==> config.mk <==
export PLATFORM = sky130hd
export DESIGN_NAME = axis_upsizer
export DESIGN_NICKNAME = d
export VERILOG_FILES = /design/src/rtl/axis_upsizer_pkg.sv /design/src/rtl/axis_out_reg.sv /design/src/rtl/axis_upsizer.sv
export SDC_FILE = /design/constraint.sdc
export NUM_CORES = 1
export LEC_CHECK = 0
export CAP_MARGIN = 20
export CELL_PAD_IN_SITES_DETAIL_PLACEMENT = 0
export CELL_PAD_IN_SITES_GLOBAL_PLACEMENT = 1
export CORE_MARGIN = 4
export CORE_UTILIZATION = 37
export CTS_CLUSTER_DIAMETER = 30
export CTS_CLUSTER_SIZE = 10
export DETAILED_ROUTE_END_ITERATION = 16
export PLACE_DENSITY = 0.82
export SLEW_MARGIN = 20
export SYNTH_ARGS = -nofsm -noshare
export SYNTH_HDL_FRONTEND = slang
export SYNTH_SLANG_ARGS = --single-unit
==> constraint.sdc <==
create_clock -name clk -period 1.9 [get_ports clk]
set_input_delay 0.19 -clock clk [delete_from_list [all_inputs] [get_ports clk]]
set_output_delay 0.19 -clock clk [all_outputs]
set_load 0.03 [all_outputs]
==> src/rtl/axis_upsizer_pkg.sv <==
// Shared types and helpers for the AXI-Stream width upsizer.
// Holds the width ratio, lane counter width, FSM states and lane-order helper.
package axis_upsizer_pkg;

    typedef enum logic {IDLE, FILL} state_t;

    function automatic int calc_ratio(input int width_p, input int width_s);
        return width_s / width_p;
    endfunction

    function automatic int lane_w(input int ratio);
        return (ratio > 1) ? $clog2(ratio) : 1;
    endfunction

    // Physical lane written by the cnt-th beat of a word for the given order bit
    function automatic int lane_idx(input int cnt, input logic ord, input int ratio);
        return ord ? (ratio - 1 - cnt) : cnt;
    endfunction

endpackage

==> src/rtl/axis_out_reg.sv <==
// Single-entry AXI-Stream holding register with keep/last; reusable by width adapters.
// Upstream may load whenever the slot is empty or being drained this cycle.
module axis_out_reg #(
    parameter int DATA_W = 64,
    parameter int KEEP_W = 2
) (
    input  logic              clk,
    input  logic              nrst,
    input  logic              load,
    input  logic [DATA_W-1:0] load_data,
    input  logic [KEEP_W-1:0] load_keep,
    input  logic              load_last,
    output logic              in_ready,
    output logic [DATA_W-1:0] out_data,
    output logic [KEEP_W-1:0] out_keep,
    output logic              out_last,
    output logic              out_valid,
    input  logic              out_ready
);

    logic [DATA_W-1:0] data_p0;
    logic [KEEP_W-1:0] keep_p0;
    logic              last_p0;
    logic              vld_p0;

    assign in_ready  = !vld_p0 | out_ready;
    assign out_data  = data_p0;
    assign out_keep  = keep_p0;
    assign out_last  = last_p0;
    assign out_valid = vld_p0;

    // Output stage: a new word wins over a simultaneous drain
    always_ff @(posedge clk or negedge nrst) begin
        if (!nrst) begin
            data_p0 <= '0;
            keep_p0 <= '0;
            last_p0 <= 1'b0;
            vld_p0  <= 1'b0;
        end else if (load) begin
            data_p0 <= load_data;
            keep_p0 <= load_keep;
            last_p0 <= load_last;
            vld_p0  <= 1'b1;
        end else if (vld_p0 && out_ready) begin
            data_p0 <= '0;
            keep_p0 <= '0;
            last_p0 <= 1'b0;
            vld_p0  <= 1'b0;
        end
    end

endmodule

==> src/rtl/axis_upsizer.sv <==
// AXI-Stream upsizer: packs WIDTH_S/WIDTH_P narrow beats into one wide word, flushing partial words on last.
// Optional completed-packet counter pkt_cnt is built when AXIS_UPSIZER_STATS_EN is defined.
module axis_upsizer
    import axis_upsizer_pkg::*;
#(
    parameter  int WIDTH_P = 32,
    parameter  int WIDTH_S = 64,
    localparam int RATIO   = calc_ratio(WIDTH_P, WIDTH_S)
) (
    input  logic               clk,
    input  logic               nrst,
    input  logic               cfg,
    input  logic [WIDTH_P-1:0] p_axis_data,
    input  logic               p_axis_valid,
    input  logic               p_axis_last,
    output logic               p_axis_ready,
    output logic [WIDTH_S-1:0] s_axis_data,
    output logic [RATIO-1:0]   s_axis_keep,
    output logic               s_axis_valid,
    output logic               s_axis_last,
    input  logic               s_axis_ready
`ifdef AXIS_UPSIZER_STATS_EN
    ,
    output logic [15:0]        pkt_cnt
`endif
);

    localparam int LANE_W = lane_w(RATIO);

    state_t             state_q, state_d;
    logic [LANE_W-1:0]  lane_cnt_q, lane_cnt_d;
    logic               ord_q, ord_d;
    logic [WIDTH_S-1:0] acc_data_q, acc_data_d;
    logic [RATIO-1:0]   acc_keep_q, acc_keep_d;
    logic [WIDTH_S-1:0] word_data;
    logic [RATIO-1:0]   word_keep;
    logic               in_ready;
    logic               accept;
    logic               close;
    logic               ord_cur;
    int                 idx;

    assign p_axis_ready = in_ready;
    assign accept       = p_axis_valid & in_ready;
    // Order bit is taken live on the first beat, then held for the rest of the word
    assign ord_cur      = (state_q == IDLE) ? cfg : ord_q;
    assign close        = accept & (p_axis_last | (lane_cnt_q == LANE_W'(RATIO - 1)));

    always_comb begin
        word_data = acc_data_q;
        word_keep = acc_keep_q;
        idx       = lane_idx(int'(lane_cnt_q), ord_cur, RATIO);
        for (int i = 0; i < RATIO; i++) begin
            if (i == idx) begin
                word_data[i*WIDTH_P +: WIDTH_P] = p_axis_data;
                word_keep[i]                    = 1'b1;
            end
        end
    end

    always_comb begin
        state_d    = state_q;
        lane_cnt_d = lane_cnt_q;
        ord_d      = ord_q;
        acc_data_d = acc_data_q;
        acc_keep_d = acc_keep_q;
        if (close) begin
            state_d    = IDLE;
            lane_cnt_d = '0;
            acc_data_d = '0;
            acc_keep_d = '0;
        end else if (accept) begin
            state_d    = FILL;
            lane_cnt_d = lane_cnt_q + LANE_W'(1);
            ord_d      = ord_cur;
            acc_data_d = word_data;
            acc_keep_d = word_keep;
        end
    end

    // Accumulator stage
    always_ff @(posedge clk or negedge nrst) begin
        if (!nrst) begin
            state_q    <= IDLE;
            lane_cnt_q <= '0;
            ord_q      <= 1'b0;
            acc_data_q <= '0;
            acc_keep_q <= '0;
        end else begin
            state_q    <= state_d;
            lane_cnt_q <= lane_cnt_d;
            ord_q      <= ord_d;
            acc_data_q <= acc_data_d;
            acc_keep_q <= acc_keep_d;
        end
    end

    axis_out_reg #(
        .DATA_W (WIDTH_S),
        .KEEP_W (RATIO)
    ) u_out_reg (
        .clk       (clk),
        .nrst      (nrst),
        .load      (close),
        .load_data (word_data),
        .load_keep (word_keep),
        .load_last (p_axis_last),
        .in_ready  (in_ready),
        .out_data  (s_axis_data),
        .out_keep  (s_axis_keep),
        .out_last  (s_axis_last),
        .out_valid (s_axis_valid),
        .out_ready (s_axis_ready)
    );

`ifdef AXIS_UPSIZER_STATS_EN
    always_ff @(posedge clk or negedge nrst) begin
        if (!nrst) begin
            pkt_cnt <= '0;
        end else if (s_axis_valid && s_axis_ready && s_axis_last && (pkt_cnt != 16'hFFFF)) begin
            pkt_cnt <= pkt_cnt + 16'd1;
        end
    end
`endif

endmodule

==> summary.txt <==
initial DRC count: 304
final hold violation count: 0
CP delay by family, top: multiplexers
top_reg_cell synth: dfrtp_1
Die X: 131.1 um
CP Data Required Time: 2.19 ns
count leader, synth: dfrtp_1
ratio of cells with drive above 1 in the final layout: 14.91%
max_slew headroom: 56.30%
Die Y: 131.1 um
Psw: 0.004368 W
Syn Area/Cell: 12.24 um2
cell area after synthesis: 5607 um2
register bit total from synthesis: 137
starting density of the core: 38.14%
worst reg2reg path endpoint: u_out_reg.out_data[24]
worst-path maximum fanout: 6
drt total wl: 16150 um
post-route ant nets: 0
die area: 17190 um2
worst reg2reg startpoint: state_q
sequential-to-total area share from yosys stat: 61.15%
CTS sink cnt: 137
Mapped Cells: 458
YS warnings: 0
clk_lat worst skew: 0.41 ns
CTS buffer count: 17
crit-path cells: mux2i_4 -> buf_6 -> xnor2_4 -> buf_8 -> buf_6 -> mux2i_1 -> o21ai_0
CTS tree: done
Sw Ratio: 35.12%
Seq pwr share: 32.5%
Synth async-reset ratio: 100.0%
Slew Limit Fails: 0
critical path type: reg -> reg
diode count: 0
Worst Skew: 0.007592 ns
vias in the first global route: 4389
fin util: 53.98%
Worst Setup EP: u_out_reg.out_data[24]
total of max-cap violations: 0
filler instances: 1229
Placement Setup Slack: -0.3295 ns
Static Leak: 3.620 nW
P&R area growth vs syn: 41.53%
Core Area: 14700 um2
critical path's most frequent cell: buf_6
run status: complete, no violations
crit-path max cell delay: 0.40 ns
Peak supply drop: 0.8695 mV
Synth area leader: dfrtp_1
All-Layer GR Usage: 18.39%
Post-synth EDFFs: 0
Ports: 107
Unique masters post-synth: 23
Setup TNS Final: 0 ns
Cell Area, Placed: 7061 um2
endpoints failing setup: 0
leading cell types by count after synthesis: dfrtp_1 (137), nand2_1 (69), a22o_1 (65)
Worst R2R Path Depth: 7
CTS Root Cell: clkbuf_16
clock buffer depth: 2
num rows: 44
WP buf/inv: 3
initial antenna violation count: 0
H-tree levels: 4
Stages on worst setup path: 7
first-pass GRT wire length: 24090 um
drt pass-1 iters: 5
R2R setup slack: 0.04 ns
port buffer count: 106
drc violations: 0
post-route design area: 7935 um2
Overflow after GRT: 0
crit path launch: state_q
Synth area leaders: dfrtp_1 (61%), mux2i_1 (11%), a22o_1 (10%)
DR vias/cell: 5.466
crit path DAT: 2.14 ns
final worst slack: 0.04080 ns
Total Power: 0.01244 W
Worst Max-Slew Pin Slew: 0.6531 ns
Routed WL per cell: 20.68 um
Final #Nets: 623
largest net degree at the start of global routing: 68
Comb power frac: 39.4%
worst hold-check path type: in -> async
Int Power: 0.008069 W
nature of the critical path endpoint: register
Period minus WS final: 1.859 ns
Power per Cell Area: 1567 nW/um2
CP max-delay cell: dfrtp_1
Startpoint Class: register
Routability Congestion: 0.7818
unrepaired setup endpoints after global routing: yes
total number of vias: 4269
Clk pin slew, worst setup/hold paths: 0.06 ns
DP HPWL: 9292 um
crit share post-route: 97.85%
Synth top area share: 61.15%
Post-Syn Nets: 496
Clock Power Share: 28.1%
FMAX: 537.9 MHz
metrics by stage:
step,std cells,hold slack (ns)
after global placement,739,0.1475
final,781,0.2734
after CTS,774,0.2875
after floorplan,458,-0.1056
after detailed placement,739,0.1527
after global routing,781,0.3117
cells in the final DEF, fill, tap and decap left out, types with 2 or more instances in the layout:
cell and count:
mux2i_4 3, clkinv_2 4, clkbuf_8 2, mux2i_1 57, nand2_1 68, a21oi_1 4, buf_6 6, buf_4 16
bufinv_16 4, nor2_1 2, a22o_1 65, clkinvlp_4 2, o21ai_0 23, mux2i_2 5, dfrtp_1 136, o21a_1 2
o21ai_1 43, buf_12 8, clkdlybuf4s50_1 105, nor3_4 2, clkbuf_16 20, o21ai_4 4
metal layers:
layer  up-vias  track usage (%)  routed length [um]
met5         -                0                   0
met4         0            5.324                 302
met3        27            5.348                1109
met2       162            28.29                7493
met1      2166            25.49                7249
li1       1914                -                   -
cells by family after synthesis:
logic type                Yosys count  synth area share, %
AOI/OAI and AO/OA                 140                17.07
xor gates and xnor gates            2               0.9821
buffers and inverters              35                3.124
DFF                               137                61.15
muxes                              66                12.03
and+or+nand+nor                    78                5.646
power groups by stage:
stage	Sequential, W	Combinational (W)	Clock [W]
after global placement	0.00406	0.00431	0
after detailed placement	0.00407	0.00436	0
after floorplan	0.00493	0.00167	0
final	0.00405	0.00490	0.00349
after CTS	0.00404	0.00454	0.00355
after global routing	0.00413	0.00519	0.00368
sequential cells by signal (all words and copies together) (netlist names):
register	cells
acc_data_q	64
u_out_reg.out_keep	2
u_out_reg.out_data	64
acc_keep_q	2
lane_cnt_q	1
state_q	1
ord_q	1
u_out_reg.out_valid	1
u_out_reg.out_last	1
area by class of cell:
| cell class | instances | area [um2] | share of cell area (%) |
|---|---|---|---|
| well taps | 184 | 230.2 | 2.901 |
| clock buffers | 19 | 452.9 | 5.708 |
| multi-input cells | 288 | 2123 | 26.76 |
| repair buffers | 141 | 1526 | 19.24 |
| flip-flops and latches | 137 | 3430 | 43.22 |
| clock inverters | 12 | 172.7 | 2.176 |
how the worst min path moves through the flow:
stage / from / endpoint / slack, ns / cells past startpoint
2_1_floorplan: nrst / acc_data_q[0] / -0.11 / 0
3_3_place_gp: nrst / acc_data_q[42] / 0.15 / 1
3_5_place_dp: nrst / acc_data_q[42] / 0.15 / 1
4_1_cts: nrst / acc_data_q[42] / 0.29 / 2
5_1_grt: nrst / acc_data_q[42] / 0.31 / 2
6_report: nrst / acc_data_q[42] / 0.27 / 2
worst reg2reg max path, delay by kind of cell (launching register included):
| family | cells | cell delay (ns) |
|---|---|---|
| xor gates and xnor gates | 1 | 0.16 |
| buffers and inverters | 3 | 0.52 |
| muxes | 2 | 0.56 |
| AOI/OAI and AO/OA | 1 | 0.10 |
| DFF | 1 | 0.40 |
what timing repair did:
action                                  CTS  global route
cloned                                    3             4
gates resized for setup                   3            36
endpoints found under the setup margin   65            91
pin swaps                                 2             1
buffers inserted                          0             3
hold buffers                              1             0
hold endpoints to repair                 43             0
Power figures use the tool's default switching activity.
